`src/rtl/vr_pkg.sv`:
```
`default_nettype none
// ============================================================================
//  Module      : vr_pkg
//  Description : Shared types and constants for the valid/ready pipe slice.
//  Revision    : 1.0 - initial release
// ============================================================================
package vr_pkg;

    // Upper bound on the number of cascaded slice stages.
    localparam int VR_MAX_DEPTH = 16;

    // Per-stage register style.
    typedef enum logic [1:0] {
        VR_MODE_FULL   = 2'd0,   // main + skid, registered ready
        VR_MODE_FWD    = 2'd1,   // main only, combinational ready
        VR_MODE_BYPASS = 2'd2    // plain wires
    } vr_mode_e;

    // Occupancy state of a FULL stage.
    typedef enum logic [1:0] {
        ST_EMPTY = 2'd0,
        ST_ONE   = 2'd1,
        ST_TWO   = 2'd2
    } vr_state_e;

endpackage
`default_nettype wire

```
`src/rtl/vr_slice_stage.sv`:
```
`default_nettype none
// ============================================================================
//  Module      : vr_slice_stage
//  Description : One valid/ready register slice; FULL, FWD or BYPASS style.
//                Reports how many beats it currently holds (0..2).
//  Revision    : 1.0 - initial release
// ============================================================================
module vr_slice_stage
    import vr_pkg::*;
#(
    parameter int       WIDTH = 32,
    parameter vr_mode_e MODE  = VR_MODE_FULL
) (
    input  logic             clk,
    input  logic             rst_n,
    input  logic [WIDTH-1:0] data_in,
    input  logic             up_valid_in,
    output logic             up_ready_out,
    output logic [WIDTH-1:0] data_out,
    output logic             dn_valid_out,
    input  logic             dn_ready_in,
    output logic [1:0]       count
);

    generate
        if (MODE == VR_MODE_FULL) begin : g_full
            vr_state_e        r_state;
            vr_state_e        w_state_nxt;
            logic [WIDTH-1:0] r_main;
            logic [WIDTH-1:0] r_skid;
            logic [WIDTH-1:0] w_main_nxt;
            logic [WIDTH-1:0] w_skid_nxt;
            logic             r_ready;
            logic             w_in_fire;
            logic             w_out_fire;

            assign w_in_fire  = up_valid_in & r_ready;
            assign w_out_fire = (r_state != ST_EMPTY) & dn_ready_in;

            // Next state and register contents; vacated registers are zeroed.
            always_comb begin
                w_state_nxt = r_state;
                w_main_nxt  = r_main;
                w_skid_nxt  = r_skid;
                case (r_state)
                    ST_EMPTY: begin
                        if (w_in_fire) begin
                            w_state_nxt = ST_ONE;
                            w_main_nxt  = data_in;
                        end
                    end
                    ST_ONE: begin
                        if (w_in_fire && !w_out_fire) begin
                            w_state_nxt = ST_TWO;
                            w_skid_nxt  = data_in;
                        end else if (!w_in_fire && w_out_fire) begin
                            w_state_nxt = ST_EMPTY;
                            w_main_nxt  = '0;
                        end else if (w_in_fire && w_out_fire) begin
                            w_main_nxt  = data_in;
                        end
                    end
                    ST_TWO: begin
                        // Ready is low here, so only the output side can move.
                        if (w_out_fire) begin
                            w_state_nxt = ST_ONE;
                            w_main_nxt  = r_skid;
                            w_skid_nxt  = '0;
                        end
                    end
                    default: begin
                        w_state_nxt = ST_EMPTY;
                        w_main_nxt  = '0;
                        w_skid_nxt  = '0;
                    end
                endcase
            end

            // State/data registers; ready is registered from the next state so
            // it never depends combinationally on dn_ready_in.
            always_ff @(posedge clk or negedge rst_n) begin
                if (!rst_n) begin
                    r_state <= ST_EMPTY;
                    r_main  <= '0;
                    r_skid  <= '0;
                    r_ready <= 1'b0;
                end else begin
                    r_state <= w_state_nxt;
                    r_main  <= w_main_nxt;
                    r_skid  <= w_skid_nxt;
                    r_ready <= (w_state_nxt != ST_TWO);
                end
            end

            assign up_ready_out = r_ready;
            assign dn_valid_out = (r_state != ST_EMPTY);
            assign data_out     = r_main;
            assign count        = (r_state == ST_TWO) ? 2'd2 :
                                  (r_state == ST_ONE) ? 2'd1 : 2'd0;
        end else if (MODE == VR_MODE_FWD) begin : g_fwd
            logic             r_valid;
            logic [WIDTH-1:0] r_main;
            logic             w_ready;

            assign w_ready = !r_valid | dn_ready_in;

            // Single register: load on accept, clear when drained.
            always_ff @(posedge clk or negedge rst_n) begin
                if (!rst_n) begin
                    r_valid <= 1'b0;
                    r_main  <= '0;
                end else if (up_valid_in && w_ready) begin
                    r_valid <= 1'b1;
                    r_main  <= data_in;
                end else if (r_valid && dn_ready_in) begin
                    r_valid <= 1'b0;
                    r_main  <= '0;
                end
            end

            assign up_ready_out = w_ready;
            assign dn_valid_out = r_valid;
            assign data_out     = r_main;
            assign count        = {1'b0, r_valid};
        end else begin : g_bypass
            logic w_unused_clk_rst;

            assign w_unused_clk_rst = clk ^ rst_n;
            assign up_ready_out     = dn_ready_in;
            assign dn_valid_out     = up_valid_in;
            assign data_out         = data_in;
            assign count            = 2'd0;
        end
    endgenerate

endmodule
`default_nettype wire

```
`src/rtl/vr_pipe_slice.sv`:
```
`default_nettype none
// ============================================================================
//  Module      : vr_pipe_slice
//  Description : DEPTH cascaded valid/ready slice stages with a running count
//                of beats held inside the block.
//  Revision    : 1.0 - initial release
// ============================================================================
module vr_pipe_slice
    import vr_pkg::*;
#(
    parameter int       WIDTH = 32,
    parameter int       DEPTH = 2,
    parameter vr_mode_e MODE  = VR_MODE_FULL
) (
    input  logic                           clk,
    input  logic                           rst_n,
    input  logic [WIDTH-1:0]               data_in,
    input  logic                           up_valid_in,
    output logic                           up_ready_out,
    output logic [WIDTH-1:0]               data_out,
    output logic                           dn_valid_out,
    input  logic                           dn_ready_in,
    output logic [$clog2(2*DEPTH+1)-1:0]   occupancy
);

    localparam int OCC_W = $clog2(2*DEPTH+1);

    // Each stage owns its link signals so the valid and ready chains stay
    // separate nets rather than bits of one shared vector.
    generate
        for (genvar g = 0; g < DEPTH; g++) begin : g_stage
            logic [WIDTH-1:0] w_din;
            logic [WIDTH-1:0] w_dout;
            logic             w_vin;
            logic             w_vout;
            logic             w_rin;
            logic             w_rdn;
            logic [1:0]       w_cnt;
            logic [OCC_W-1:0] w_acc;

            if (g == 0) begin : g_head
                assign w_din = data_in;
                assign w_vin = up_valid_in;
                assign w_acc = OCC_W'(w_cnt);
            end else begin : g_link
                assign w_din = g_stage[g-1].w_dout;
                assign w_vin = g_stage[g-1].w_vout;
                assign w_acc = g_stage[g-1].w_acc + OCC_W'(w_cnt);
            end

            if (g == DEPTH-1) begin : g_tail
                assign w_rdn = dn_ready_in;
            end else begin : g_mid
                assign w_rdn = g_stage[g+1].w_rin;
            end

            vr_slice_stage #(
                .WIDTH (WIDTH),
                .MODE  (MODE)
            ) u_stage (
                .clk          (clk),
                .rst_n        (rst_n),
                .data_in      (w_din),
                .up_valid_in  (w_vin),
                .up_ready_out (w_rin),
                .data_out     (w_dout),
                .dn_valid_out (w_vout),
                .dn_ready_in  (w_rdn),
                .count        (w_cnt)
            );
        end
    endgenerate

    assign up_ready_out = g_stage[0].w_rin;
    assign data_out     = g_stage[DEPTH-1].w_dout;
    assign dn_valid_out = g_stage[DEPTH-1].w_vout;
    assign occupancy    = g_stage[DEPTH-1].w_acc;

endmodule
`default_nettype wire
```
`config.mk`:
```
export PLATFORM = sky130hd
export DESIGN_NAME = vr_pipe_slice
export DESIGN_NICKNAME = d
export VERILOG_FILES = /design/src/rtl/vr_pkg.sv /design/src/rtl/vr_slice_stage.sv /design/src/rtl/vr_pipe_slice.sv
export SDC_FILE = /design/constraint.sdc
export NUM_CORES = 1
export LEC_CHECK = 0
export CAP_MARGIN = 20
export CORE_UTILIZATION = 59
export CTS_BUF_LIST = sky130_fd_sc_hd__clkbuf_16
export DETAILED_ROUTE_END_ITERATION = 8
export PLACE_DENSITY = 0.81
export SETUP_SLACK_MARGIN = 0.5
export SLEW_MARGIN = 20
export SYNTH_ARGS = -nofsm -noshare
export SYNTH_HDL_FRONTEND = slang
export SYNTH_HIERARCHICAL = 1
export SYNTH_SLANG_ARGS = --single-unit
```
`constraint.sdc`:
```
create_clock -name clk -period 4.3 [get_ports clk]
set_clock_uncertainty 0.2 [all_clocks]
set_input_delay 0.86 -clock clk [delete_from_list [all_inputs] [get_ports clk]]
set_output_delay 0.86 -clock clk [all_outputs]
set_load 0.01 [all_outputs]
```
After elaboration in Yosys (flattened, before gate mapping). Index checks and enable logic that the tools add are counted.

Word-level logic and storage cells: 79. Input port bits: 36. Flip-flop bits (word level): 134. Output and inout bits: 37.

Reductions and logical operators: 17. Multiplexer cells: 32. Equality and inequality tests: 16. $add $sub $neg: 1. Bitwise gates (word level): 5.

Operators by type and width (number): 2-to-1 mux 32 bit (14); one-hot mux 32 bit (3 select lines) (4); 2-to-1 mux 2 bit (10); one-hot mux 2 bit (3 select lines) (2); != test 2 x 1 -> 1 bit, second input constant (5); != test 2 bit, second input constant (5); AND reduction 4 bit (2); logical AND 1 bit (6); != test 3 x 1 -> 1 bit, second input constant (2); AND reduction 3 bit (2); equality test 2 x 1 -> 1 bit, second input constant (2); equality test 2 bit, second input constant (2); logical NOT 2 bit (2); nonzero test 2 bit (2); adder 2 x 2 -> 3 bit (1); AND 1 bit (3); logical NOT 1 bit (3); 2-to-1 mux 1 bit (2); NOT 1 bit (2).

Logic depth before layout (Yosys ltp). Gate-level depths: netlist (run 1).

Depth after elaboration: 8. Depth in mapped cells: 10. Mapped depth without buffers: 6.

Cells and area by module. The synthesis (run 1) kept the hierarchy.

By module, submodules not included: vr_slice_stage (cells an instance 306, times used 2, area an instance 3186.8 sq um); vr_pipe_slice (cells an instance 7, times used 1, area an instance 51.3 sq um).

Worst setup path after synthesis (run 1). No wires, ideal clock.

Kind: reg-to-output. From: register g_stage[0].u_stage.g_full.r_state[1]. To: output port occupancy[1]. Cell stages (with the launch flop): 9. Arrival time: 1.606 ns. Required time: 3.240 ns. Setup slack: 1.634 ns. Path buffers: 3. Path through: dfrtp_1 -> buf_2 -> buf_6 -> buf_2 -> nand2_1 -> inv_1 -> inv_1 -> fa_1 -> inv_1.

Elaborated cells on any way between the ends: 5. Those cells by class: 1 x add/sub; 2 x eq/ne; 2 x mux.

RTL lines: start, declared (line vr_slice_stage.sv:27) `vr_state_e r_state;`; start signal, assigned (line vr_slice_stage.sv:88) `r_state <= w_state_nxt;`; equality test 2 bit (line vr_slice_stage.sv:98) `assign count = (r_state == ST_TWO) ? 2'd2 :`; 2-to-1 mux 2 bit (line vr_slice_stage.sv:98); via g_stage[0].w_cnt[1] (line vr_pipe_slice.sv:38) `logic [1:0] w_cnt;`; adder 2 x 2 -> 3 bit (line vr_pipe_slice.sv:48) `assign w_acc = g_stage[g-1].w_acc + OCC_W'(w_cnt);`; end, declared (line vr_pipe_slice.sv:23) `output logic [$clog2(2*DEPTH+1)-1:0] occupancy`.

The timed path passes the listed nets, and every way through them passes these cells.

Worst setup path after layout (run 1).
From: register g_stage[0].u_stage.g_full.r_state[0]. To: output port occupancy[1].

Cells in the longest elaborated chain, start to end: 4. Elaborated cells on any way between the ends: 5. Those cells by class: 1 x add/sub; 2 x eq/ne; 2 x mux.

RTL lines: equality test 2 x 1 -> 1 bit (line vr_slice_stage.sv:99) `(r_state == ST_ONE) ? 2'd1 : 2'd0;`; 2-to-1 mux 1 bit (line vr_slice_stage.sv:99); 2-to-1 mux 2 bit (*) (line vr_slice_stage.sv:98); via g_stage[0].w_cnt[0] (line vr_pipe_slice.sv:38); adder 2 x 2 -> 3 bit (*) (line vr_pipe_slice.sv:48).

Mark *: on every way through the listed nets, which the timed path passes. The rest lies on a longest branch.

==> results of run 1 <==
-- Yosys cell counts --
cell type	instances
nand2_1	196
dfrtp_1	134
mux2i_1	64
o31ai_2	56
o21ai_0	54
buf_2	30
o21ai_1	10
inv_1	9
a21oi_1	8
buf_4	8
buf_6	8
o31ai_1	8
nor2_1	6
clkbuf_2	4
a21o_1	2
a22o_1	2
a31oi_1	2
and3b_1	2
nand3_1	2
nand3b_1	2
nor2_2	2
nor3b_1	2
o22ai_1	2
o22ai_2	2
or2_2	2
fa_1	1
ha_1	1
-- registers in the layout, indices dropped and copies added, names as in the netlist --
name                            flops
g_stage.u_stage/g_full.r_state      4
g_stage.u_stage/data_out           64
g_stage.u_stage/up_ready_out        2
g_stage.u_stage/g_full.r_skid      64
-- per-stage QoR --
step / total power, mW / cells / area, µm² / setup WS (ns) / hold slack [ns]
after global routing: 6.678 / 819 / 7694 / 0.6595 / 0.3034
after global placement: 4.675 / 787 / 7103 / 1.090 / 0.2605
after CTS: 6.248 / 818 / 7666 / 0.8014 / 0.2832
after detailed placement: 4.834 / 787 / 7103 / 0.9531 / 0.2704
after floorplan: 4.205 / 619 / 6425 / 1.634 / 0.2496
final: 6.251 / 819 / 7694 / 0.8117 / 0.2788
-- cell families after synthesis --
| logic type | after synthesis | synth area share (%) |
|---|---|---|
| mux | 64 | 9.971 |
| fa+ha+maj | 2 | 0.5063 |
| simple gates | 214 | 13.09 |
| flops | 134 | 52.19 |
| compound gates | 146 | 18.73 |
| buf+inv | 59 | 5.511 |
-- area by class of cell --
type / instances / area share [%]
clock buffers: 17 / 5.529
flip-flops and latches: 134 / 43.62
clock inverters: 14 / 1.789
multi-input cells: 426 / 35.75
inverters: 9 / 0.4391
well taps: 136 / 2.212
repair buffers: 83 / 10.67
-- layer usage --
metal | global-route usage (%) | routed length, µm
met2 | 37.94 | 6186
met3 | 4.047 | 594
met4 | 8.532 | 122
met1 | 37.80 | 6314
met5 | 0 | 0
-- power breakdown --
group | leakage, nW | switching, mW | internal [mW] | total [mW]
clock | 0.270 | 0.531 | 0.843 | 1.37
combinational | 1.25 | 1.57 | 1.06 | 2.63
sequential | 1.74 | 0.407 | 1.84 | 2.25
total | 3.26 | 2.51 | 3.75 | 6.25
-- worst max-delay path by stage --
stage | endpoint | slack (ns) | cells after the start
CTS | occupancy[1] | 0.80 | 7
global route | occupancy[1] | 0.66 | 7
finish | occupancy[1] | 0.81 | 7
detailed placement | g_stage[1].u_stage/data_out[8] | 0.95 | 6
floorplan | occupancy[1] | 1.63 | 8
global placement | g_stage[1].u_stage/data_out[7] | 1.09 | 6
-- critical path, stage by stage (launching register included) --
cell and delay (ns):
dfrtp_1 0.49, inv_1 0.17, nor2_2 0.13, ha_1 0.15, inv_1 0.05, fa_1 0.43
inv_1 0.07, clkdlybuf4s50_1 0.53
==> reports/summary.txt, run 1 <==
CP required - 3.24 ns
Yosys warns - 6
Post-DP HPWL - 8.391 mm
Final Util - 73.54%
Most frequent cells in the layout - nand2_1 (196), dfrtp_1 (132), clkdlybuf4s50_1 (71)
Io pins - 73
# hold bufs at CTS - 0
WS Path Type - flop to output pin
Router iterations before antenna repair - 5
Layout area overhead - 19.75%
Syn Nets - 657
Root buf cell - clkbuf_16
Worst reg-to-reg path cell count - 5
ANT nets after route - 0
Worst reg2reg path startpoint - g_stage[0].u_stage/g_full.r_state[1]
Outcome - completed
Fin. Hold Viols - 0
# fillers - 759
Synth unique cells - 27
CTS resizes - 0
Cell area after synthesis - 0.006425 mm²
Sink Count - 134
Gpl congestion - 0.7575
Avg WL per Cell - 16.14 µm
Most common cell after layout, fill and taps aside - nand2_1
Fraction of layout cells with a size suffix above 1 - 16.25%
Initial drt markers - 188
Sequential cell area - 0.003356 mm²
Rel. slew slack - 31.74%
Number of synthesized register bits - 134
Mapped Cells - 619
Die ar. - 0.01131 mm²
Critical path arrival - 2.43 ns
Final nets - 709
Multi-input gate area - 0.002750 mm²
# port buffers - 72
First-pass GRT wire length - 22.28 mm
Syn_area_per_cell - 10.38 µm²
N_diodes - 0
Fmax - 286.7 MHz
Max-slew violations - 0
DR vias - 4622
Critical path fanouts, max - 7
Final wirelength - 13.22 mm
Worst R2R Setup Slack - 1.62 ns
DR DRC count - 0
H-tree Lvls - 4
Clock transition at the registers of the reported paths - 0.06 ns
Ranking of synthesized cells by area - dfrtp_1 (52%), nand2_1 (11%), o31ai_2 (11%), mux2i_1 (10%), o21ai_0 (4.2%)
P per Cell Area - 812.5 mW/mm²
GRT overflow - 0
Gr usage total - 25.39%
Min Tclk post-route - 3.488 ns
Measured slew at the worst slew-check pin - 1.022 ns
Period utilization - 81.12%
Setup Buffers After CTS - 0
Worst setup path start - g_stage[0].u_stage/g_full.r_state[0]
Final setup fails - 0
Vias per cell - 5.643
Register area share after synthesis - 52.19%
Yosys top cell by area - dfrtp_1
Peak VDD IR - 0.4895 mV
Die Height - 106.4 µm
Starting Density - 61.41%
Clk buf depth - 2
Leak - 3.258 nW
Worst skew pair latency - 0.41 ns
CORE AREA - 0.01046 mm²
Worst R2R End - g_stage[0].u_stage/data_out[18]
Critical Path Start Type - flop
Initial antenna violation count - 0
Element type at the critical path end - output pin
RSZ-0062 raised after global routing - false
Setup TNS - 0 ns
Worst Hold Class - input port to asynchronous set/reset pin
CTS Buf Count - 17
Share of the synthesized area in the top cell type - 52.19%
CTS tree - yes
Pin count of the biggest net entering global routing - 65
Vias in the first global route - 4397
Row count - 37
Die width - 106.4 µm
Max-cap check violation count - 0
No activity file was read; power rests on OpenSTA's default activity.
==> run 2, diff against run 1 <==
- CORE_UTILIZATION: 59 -> 51
- PLACE_DENSITY: 0.81 -> 0.74
- clock period: 4.3 -> 2.95 ns (I/O delays scaled with it)
==> reports/summary.txt, run 2 (synthesis gave the netlist of run 1 again) <==
Hold path endpoint - g_stage[1].u_stage/data_out[24]
Gr usage total - 21.24% (-4.2 points)
Peak VDD IR - 0.6939 mV (+42%)
Max-slew violations - 0 (unchanged)
Worst reg-to-reg path cell count - 5 (unchanged)
Io pins - 73 (unchanged)
Vias in the first global route - 4364 (-0.75%)
Post-DP HPWL - 8.387 mm (about the same)
Final wirelength - 13.07 mm (-1.1%)
P per Cell Area - 1190 mW/mm² (+46%)
Worst Hold Depth - 2
Setup TNS - 0 ns (unchanged)
Final nets - 723 (+2.0%)
Root buf cell - clkbuf_16
Placed Area - 0.007236 mm² (+1.9%)
CORE AREA - 0.01216 mm² (+16%)
Fmax - 390.4 MHz
Initial drt markers - 238 (+27%)
Worst Hold Class - flop to flop
Die Height - 114.2 µm (+7.4%)
GRT overflow - 0 (unchanged)
N_diodes - 0 (unchanged)
Critical Path Start Type - flop
Die width - 114.2 µm (+7.4%)
Fraction of layout cells with a size suffix above 1 - 17.96% (+1.7 points)
WS Path Type - flop to output pin
H-tree Lvls - 4 (unchanged)
Router iterations before antenna repair - 4 (-1)
Row count - 40 (+8.1%)
Worst R2R End - g_stage[0].u_stage/data_out[12]
Rel. slew slack - 58.49% (+27 points)
Sink Count - 134 (unchanged)
Starting Density - 52.83% (-8.6 points)
Fin. Hold Viols - 0 (unchanged)
ANT nets after route - 0 (unchanged)
DR DRC count - 0 (unchanged)
Design area - 0.008004 mm² (+4.0%)
Avg WL per Cell - 15.12 µm (-6.3%)
RSZ-0062 raised after global routing - true
Initial antenna violation count - 0 (unchanged)
Worst reg2reg path startpoint - g_stage[0].u_stage/g_full.r_state[1]
Clock transition at the registers of the reported paths - 0.05 ns (about the same)
CP required - 2.16 ns (-1.08 ns)
Pin count of the biggest net entering global routing - 65 (unchanged)
HP Start - g_stage[1].u_stage/data_out[24]
Max-cap check violation count - 0 (unchanged)
DR vias - 4574 (-1.0%)
Min Tclk post-route - 2.562 ns
Layout area overhead - 24.58%
# fillers - 938 (+24%)
Most frequent cells in the layout - nand2_1 (195), dfrtp_1 (131), clkdlybuf4s50_1 (67)
Outcome - completed
Die ar. - 0.01305 mm² (+15%)
Worst R2R Setup Slack - 0.64 ns (-0.98 ns)
Vias per cell - 5.294 (-6.2%)
Worst setup path start - g_stage[1].u_stage/g_full.r_state[1]
Hold slack - 0.2765 ns (-0.002273 ns)
CTS tree - yes
Most common cell after layout, fill and taps aside - nand2_1
Critical path fanouts, max - 4 (-3)
CTS Buf Count - 17 (unchanged)
Period utilization - 86.83%
Clk buf depth - 2 (unchanged)
Element type at the critical path end - output pin
Critical path arrival - 1.77 ns (-0.66 ns)
# port buffers - 72 (unchanged)
Final setup fails - 0 (unchanged)
First-pass GRT wire length - 21.65 mm (-2.9%)
Worst skew pair latency - 0.41 ns (about the same)
Measured slew at the worst slew-check pin - 0.6212 ns (-0.4003 ns)
Leak - 3.397 nW (+4.3%)
Gpl congestion - 0.7559 (-0.21%)
==> run 2: worst max-delay path by stage <==
| stage | to | slack, ns | cells after the start |
|---|---|---|---|
| after floorplan | occupancy[1] | 0.55 | 8 |
| after global placement | occupancy[1] | 0.24 | 7 |
| after detailed placement | occupancy[1] | 0.17 | 7 |
| after CTS | occupancy[1] | 0.35 | 7 |
| after global routing | occupancy[1] | 0.29 | 7 |
| final | occupancy[1] | 0.39 | 6 |
==> run 2: metrics by stage <==
step	worst slack, ns	power [mW]	util (%)	std cells
after floorplan	0.5535	6.129	-	619
after global placement	0.2406	6.969	59.50	823
after detailed placement	0.1743	7.160	59.50	823
after CTS	0.3481	9.526	65.48	862
after global routing	0.2915	10.19	65.81	864
final	0.3884	9.527	65.81	864
==> run 2: critical path: stages, from the launching register on <==
cell and delay [ns]:
dfrtp_2 0.43, nor2_4 0.14, ha_4 0.13, inv_1 0.04
fa_1 0.47, inv_1 0.04, buf_2 0.12
==> run 2: final cells by class <==
cell class              count  area, µm²  area share, %
flip-flops and latches    134       3357          41.94
repair buffers             96      998.5          12.47
multi-input cells         427       2786          34.81
clock inverters            13      190.2          2.376
inverters                   9      36.28         0.4533
well taps                 168      210.2          2.626
clock buffers              17      425.4          5.315
==> run 2: power by group <==
part           switching, mW  internal [mW]
sequential             0.546           2.69
clock                  0.732           1.47
combinational           2.36           1.73
total                   3.64           5.89
==> run 2: timing repair <==
action / CTS / global route
hold endpoints to repair: 15 / 0
setup endpoints to repair: 4 / 34
pin swaps: 2 / 2
resized for setup: 20 / 5
gates cloned: 1 / 1
buffers inserted: 7 / 1
hold buffers: 1 / 0
==> run 2: per-layer routing <==
metal / vias up / part of all wire, % / GRT usage (%) / wire (µm)
li1: 2251 / - / - / -
met1: 2204 / 49 / 30.89 / 6447
met2: 108 / 45 / 31.84 / 5927
met3: 11 / 4.1 / 5.188 / 542
met4: 0 / 1.1 / 5.714 / 149
met5: - / 0 / 0 / 0
